$ cat src/rtl/uart_rx.sv
// UART receiver: 16x oversampled, LSB-first, one start bit, DBIT data bits, one stop bit.
// rx is resynchronized; framed bytes appear on d_out with a one-clk rx_done pulse.
//
// state | meaning
// IDLE  | line idle, waiting for rx_s low
// START | counting to mid start bit, rejecting glitches
// DATA  | sampling DBIT data bits at mid-bit
// STOP  | waiting SB_TICK ticks, then checking the stop bit
module uart_rx #(
  parameter int DBIT    = 8,
  parameter int SB_TICK = 16
) (
  input  logic            clk,
  input  logic            rst_n,
  input  logic            baud_rate,
  input  logic            rx,
  output logic [DBIT-1:0] d_out,
  output logic            rx_done,
  output logic            frame_err,
  output logic            busy
);

  localparam int              NW      = $clog2(DBIT) + 1;
  localparam logic [3:0]      SB_LAST = 4'(SB_TICK - 1);
  localparam logic [NW-1:0]   N_LAST  = NW'(DBIT - 1);

  typedef enum logic [1:0] {
    ST_IDLE,
    ST_START,
    ST_DATA,
    ST_STOP
  } state_t;

  state_t          r_state;
  logic [3:0]      r_s_cnt;
  logic [NW-1:0]   r_n_cnt;
  logic [DBIT-1:0] r_shift;
  logic [DBIT-1:0] r_d_out;
  logic            r_rx_done;
  logic            r_frame_err;
  logic            r_rx_meta;
  logic            r_rx_s;

  // Reset to the idle level so a released reset never looks like a start edge.
  always_ff @(posedge clk or negedge rst_n) begin
    if (!rst_n) begin
      r_rx_meta <= 1'b1;
      r_rx_s    <= 1'b1;
    end else begin
      r_rx_meta <= rx;
      r_rx_s    <= r_rx_meta;
    end
  end

  always_ff @(posedge clk or negedge rst_n) begin
    if (!rst_n) begin
      r_state     <= ST_IDLE;
      r_s_cnt     <= '0;
      r_n_cnt     <= '0;
      r_shift     <= '0;
      r_d_out     <= '0;
      r_rx_done   <= 1'b0;
      r_frame_err <= 1'b0;
    end else begin
      r_rx_done   <= 1'b0;
      r_frame_err <= 1'b0;
      case (r_state)
        ST_IDLE: begin
          if (!r_rx_s) begin
            r_state <= ST_START;
            r_s_cnt <= '0;
          end
        end
        ST_START: begin
          if (baud_rate) begin
            if (r_s_cnt == 4'd7) begin
              if (!r_rx_s) begin
                r_state <= ST_DATA;
                r_s_cnt <= '0;
                r_n_cnt <= '0;
              end else begin
                r_state <= ST_IDLE;
              end
            end else begin
              r_s_cnt <= r_s_cnt + 4'd1;
            end
          end
        end
        ST_DATA: begin
          if (baud_rate) begin
            if (r_s_cnt == 4'd15) begin
              r_shift <= {r_rx_s, r_shift[DBIT-1:1]};
              r_s_cnt <= '0;
              r_n_cnt <= r_n_cnt + NW'(1);
              if (r_n_cnt == N_LAST)
                r_state <= ST_STOP;
            end else begin
              r_s_cnt <= r_s_cnt + 4'd1;
            end
          end
        end
        ST_STOP: begin
          if (baud_rate) begin
            if (r_s_cnt == SB_LAST) begin
              r_state <= ST_IDLE;
              if (r_rx_s) begin
                r_d_out   <= r_shift;
                r_rx_done <= 1'b1;
              end else begin
                r_frame_err <= 1'b1;
              end
            end else begin
              r_s_cnt <= r_s_cnt + 4'd1;
            end
          end
        end
        default: r_state <= ST_IDLE;
      endcase
    end
  end

  assign d_out     = r_d_out;
  assign rx_done   = r_rx_done;
  assign frame_err = r_frame_err;
  assign busy      = (r_state != ST_IDLE);

endmodule

$ cat config.mk
export PLATFORM = sky130hd
export DESIGN_NAME = uart_rx
export DESIGN_NICKNAME = d
export VERILOG_FILES = /design/src/rtl/uart_rx.sv
export SDC_FILE = /design/constraint.sdc
export NUM_CORES = 1
export LEC_CHECK = 0
export CAP_MARGIN = 20
export CORE_MARGIN = 10
export CORE_UTILIZATION = 50
export DETAILED_ROUTE_END_ITERATION = 10
export PLACE_DENSITY_LB_ADDON = 0.25
export SYNTH_ARGS = -nofsm -noshare
export SYNTH_HDL_FRONTEND = slang
export SYNTH_SLANG_ARGS = --single-unit
$ cat constraint.sdc
create_clock -name clk -period 2.1 [get_ports clk]
set_clock_uncertainty 0.1 [all_clocks]
set_input_delay 0.63 -clock clk [delete_from_list [all_inputs] [get_ports clk]]
set_output_delay 0.63 -clock clk [all_outputs]
set_load 0.1 [all_outputs]
==> results of run 1 <==
## power breakdown
group / internal, W / switching, W / leakage [nW]
registers: 0.000666 / 0.000131 / 0.385
clock network: 0.000277 / 0.000187 / 0.0443
logic: 0.000242 / 0.000230 / 0.396
## sequential cells by signal, indices dropped and copies added, names as in the netlist, named ones only
name,count
d_out,8
r_shift,8
r_n_cnt,4
r_s_cnt,4
frame_err,1
r_rx_meta,1
r_rx_s,1
r_state,1
rx_done,1
## worst register-to-register path, cell delays in order (launching register included)
cell                      delay (ns)
sky130_fd_sc_hd__dfrtp_1        0.39
sky130_fd_sc_hd__ha_1           0.31
sky130_fd_sc_hd__nand4_2        0.20
sky130_fd_sc_hd__nor3_4         0.23
sky130_fd_sc_hd__buf_4          0.17
sky130_fd_sc_hd__mux2_2         0.34
## per-stage QoR
step / utilization (%) / hold slack (ns) / worst slack, ns / power (W) / TNS, ns
4_1_cts: 70.1 / 0.263 / 0.00295 / 0.00175 / 0
2_1_floorplan: - / 0.234 / 0.345 / 0.00115 / 0
5_1_grt: 70.4 / 0.265 / 0.0265 / 0.00185 / 0
3_5_place_dp: 66.8 / 0.251 / -0.253 / 0.00127 / -3.98
6_report: 70.4 / 0.262 / 0.0776 / 0.00173 / 0
3_3_place_gp: 66.8 / 0.246 / -0.198 / 0.00124 / -3.30
## per-layer routing
layer	up-vias	track usage [%]	routed length, um
met5	-	0	0
met4	0	5.06	53
met3	8	5.44	176
met2	24	17.7	1280
met1	445	12.0	1110
li1	444	-	-
## layout by cell type (no fill, tap or decap), types with 3 or more instances in the layout
master | netlist | final
sky130_fd_sc_hd__nor2_1 | 7 | 6
sky130_fd_sc_hd__inv_1 | 4 | 4
sky130_fd_sc_hd__clkbuf_4 | 0 | 5
sky130_fd_sc_hd__clkdlybuf4s50_1 | 0 | 3
sky130_fd_sc_hd__buf_12 | 0 | 11
sky130_fd_sc_hd__mux2_2 | 16 | 16
sky130_fd_sc_hd__nor3_1 | 3 | 3
sky130_fd_sc_hd__o21ai_0 | 3 | 3
sky130_fd_sc_hd__nand2_1 | 6 | 6
sky130_fd_sc_hd__dfrtp_1 | 28 | 27
sky130_fd_sc_hd__buf_4 | 1 | 10
## final timing paths
path | endpoint | depth (start not counted)
worst max-delay path | d_out[4] | 5
worst min-delay path | r_rx_s | 0
worst max register to register | d_out[4] | 5
worst min register to register | r_rx_s | 0
max in group asynchronous | r_rx_s | 2
min in group asynchronous | r_s_cnt[3] | 2
## kinds of logic after synthesis
kind of cell	Yosys count	synth area share, %
compound gates	14	8.03
xor+xnor	1	0.639
fa+ha+maj	2	1.82
buf+inv	9	3.56
flops	30	54.9
mux	18	14.7
simple gates	35	16.3
## cell type report
type | count | area [um2]
fill | 176 | 754
clock inverter | 1 | 30.0
timing repair buffer | 24 | 325
clock buffer | 6 | 51.3
inverter | 4 | 15.0
sequential | 30 | 754
tap | 30 | 37.5
multi-input combinational | 70 | 577
==> impl_table.tex, run 1 <==
\begin{tabular}{lr}
\hline
Metric & Value \\
\hline
\multicolumn{2}{l}{\textbf{Global routing}} \\
\quad Initial antenna violation count & 0 \\
\quad Maximum number of pins on one net before global-route repair & 31 \\
\quad Sum of overflow across all layers after global routing & 0 \\
\quad Total Routing Usage GR & 11.0\% \\
\quad Vias in the first global route & 965 \\
\quad First-pass GRT wire length & 4570 um \\
\multicolumn{2}{l}{\textbf{Logic synthesis}} \\
\quad Largest cells by area after synthesis & sky130\_fd\_sc\_hd\_\_dfrtp\_1 51\%, sky130\_fd\_sc\_hd\_\_mux2\_2 13\%, sky130\_fd\_sc\_hd\_\_dfstp\_2 3.8\%, sky130\_fd\_sc\_hd\_\_nor2\_1 1.9\%, sky130\_fd\_sc\_hd\_\_ha\_1 1.8\% \\
\quad Number of cells produced by synthesis & 109 \\
\quad Leading register cell type out of synthesis & sky130\_fd\_sc\_hd\_\_dfrtp\_1 \\
\quad Share of the synthesized area in the top cell type & 51.1\% \\
\quad Synth unique cells & 37 \\
\quad Sequential cell area fraction in the yosys report & 54.9\% \\
\quad Synthesized area & 0.00137 mm2 \\
\quad Number of synthesized flops with an enable pin & 0 \\
\quad Post-Syn Nets & 115 \\
\quad Mean area per synthesized cell & 12.6 um2 \\
\quad Synthesis Warnings & 0 \\
\quad Library cell occupying the most area in the post-synthesis netlist & sky130\_fd\_sc\_hd\_\_dfrtp\_1 \\
\quad Most used standard cells in the synthesized netlist & 28 x sky130\_fd\_sc\_hd\_\_dfrtp\_1, 16 x sky130\_fd\_sc\_hd\_\_mux2\_2, 7 x sky130\_fd\_sc\_hd\_\_nor2\_1 \\
\quad Async SR Flop Fraction & 100\% \\
\quad Most numerous cell in the Yosys netlist & sky130\_fd\_sc\_hd\_\_dfrtp\_1 \\
\quad Register bit count reported by yosys & 30 \\
\multicolumn{2}{l}{\textbf{Worst setup path}} \\
\quad CP cell instances & clkdlybuf4s50\_1 -> nand4\_2 -> nor3\_4 -> buf\_4 -> mux2\_2 \\
\quad CP top delay family & buffers and inverters \\
\quad Category of the critical setup timing path & in2reg \\
\quad Slowest-stage cell, CP & sky130\_fd\_sc\_hd\_\_clkdlybuf4s50\_1 \\
\quad Kind of end point of the critical path & flip-flop \\
\quad Critical Path RT & 2.20 ns \\
\quad Peak fanout along the critical path & 6 \\
\quad Signal arrival time at the worst endpoint & 2.12 ns \\
\quad Crit path launch & baud\_rate \\
\quad RR Startpoint & r\_s\_cnt[0] \\
\quad R2R Setup Slk & 0.24 ns \\
\quad Longest individual stage delay on the worst path & 0.57 ns \\
\quad Worst path buffer plus inverter count & 2 \\
\quad Startpoint class of the critical path & input pin \\
\multicolumn{2}{l}{\textbf{Timing}} \\
\quad Worst slew pin tran & 0.378 ns \\
\quad Final hold violations & 0 \\
\quad Setup violators final & 0 \\
\quad Worst slew margin relative to its limit & 74.8\% \\
\quad Shortest period the worst path allows & 2.02 ns \\
\quad Final period util & 96.3\% \\
\quad Setup repair after global routing missed its margin & no \\
\quad Maximum clock frequency & 494 MHz \\
\quad Final number of max-transition violations & 0 \\
\multicolumn{2}{l}{\textbf{Final layout}} \\
\quad Finished Cell Area & 0.00179 mm2 \\
\quad Count of inserted antenna diode cells & 0 \\
\quad Fin cells & 165 \\
\quad Share of cells above drive strength 1 & 40.7\% \\
\quad Layout Nets & 141 \\
\quad Area growth, synth to finish & 30.6\% \\
\multicolumn{2}{l}{\textbf{Hold path}} \\
\quad Origin of the worst min-delay path & r\_rx\_meta \\
\quad Kind of path behind the tightest hold check & reg2reg \\
\multicolumn{2}{l}{\textbf{Route}} \\
\quad Number of optimization iterations in the first detailed-route pass & 4 \\
\quad Detail Route Antenna Nets & 0 \\
\quad Routed Wire Length & 2620 um \\
\quad Vias post-DR & 921 \\
\quad Number of vias per cell after detailed routing & 5.58 \\
\quad Number of DRC markers after the initial detailed-route iteration & 68 \\
\quad Routed len/inst & 15.9 um \\
\quad Post-detailed-route DRC marker count & 0 \\
\multicolumn{2}{l}{\textbf{CTS}} \\
\quad Deepest level of the CTS H-tree & 2 \\
\quad Clock sink count & 30 \\
\quad Number of buffers inserted by post-CTS setup repair & 0 \\
\quad Number of buffers created by CTS & 5 \\
\quad \# resized after CTS & 1 \\
\quad Post-cts hold buffer count & 0 \\
\quad Clock transition at the registers of the reported paths & 0.08 ns \\
\quad Clock Path Buffers & 2 \\
\quad Clock root buffer master & sky130\_fd\_sc\_hd\_\_clkbuf\_4 \\
\quad TritonCTS clock tree & done \\
\quad Insertion delay of the later-clocked pin in the worst-skew pair & 0.32 ns \\
\multicolumn{2}{l}{\textbf{Placed design}} \\
\quad Placed insts & 158 \\
\quad Hpwl dp & 1860 um \\
\quad Number of I/O port buffers & 14 \\
\quad Weighted congestion at the end of routability-driven global placement & 0.761 \\
\quad Placement Cell Area & 0.00170 mm2 \\
\multicolumn{2}{l}{\textbf{Floorplan}} \\
\quad Starting Density & 53.9\% \\
\quad Die Span X & 72.4 um \\
\quad DIE AREA & 0.00524 mm2 \\
\quad Number of placed I/O pins & 15 \\
\quad Core footprint & 0.00254 mm2 \\
\quad Row cnt & 18 \\
\quad Y dimension of the die & 72.4 um \\
\multicolumn{2}{l}{\textbf{Outcome}} \\
\quad Run status & finished clean \\
\multicolumn{2}{l}{\textbf{Power}} \\
\quad IR Drop Worst-Case VDD & 719 uV \\
\quad Power density relative to cell area & 968 mW/mm2 \\
\quad Total leakage power & 0.826 nW \\
\multicolumn{2}{l}{\textbf{Run}} \\
\quad Number of violations of the max-capacitance limit & 0 \\
\hline
\end{tabular}
Note: power is estimated with default switching activity, not from simulation.
==> inputs of run 2 (changes only) <==
--- a/config.mk
+++ b/config.mk
@@ -9,6 +9,7 @@
 export CORE_MARGIN = 10
 export CORE_UTILIZATION = 50
 export DETAILED_ROUTE_END_ITERATION = 10
+export GPL_ROUTABILITY_DRIVEN = 0
 export PLACE_DENSITY_LB_ADDON = 0.25
 export SYNTH_ARGS = -nofsm -noshare
 export SYNTH_HDL_FRONTEND = slang
==> results of run 2 <==
No change in the layout: final DEF, timing and power equal those of run 1.
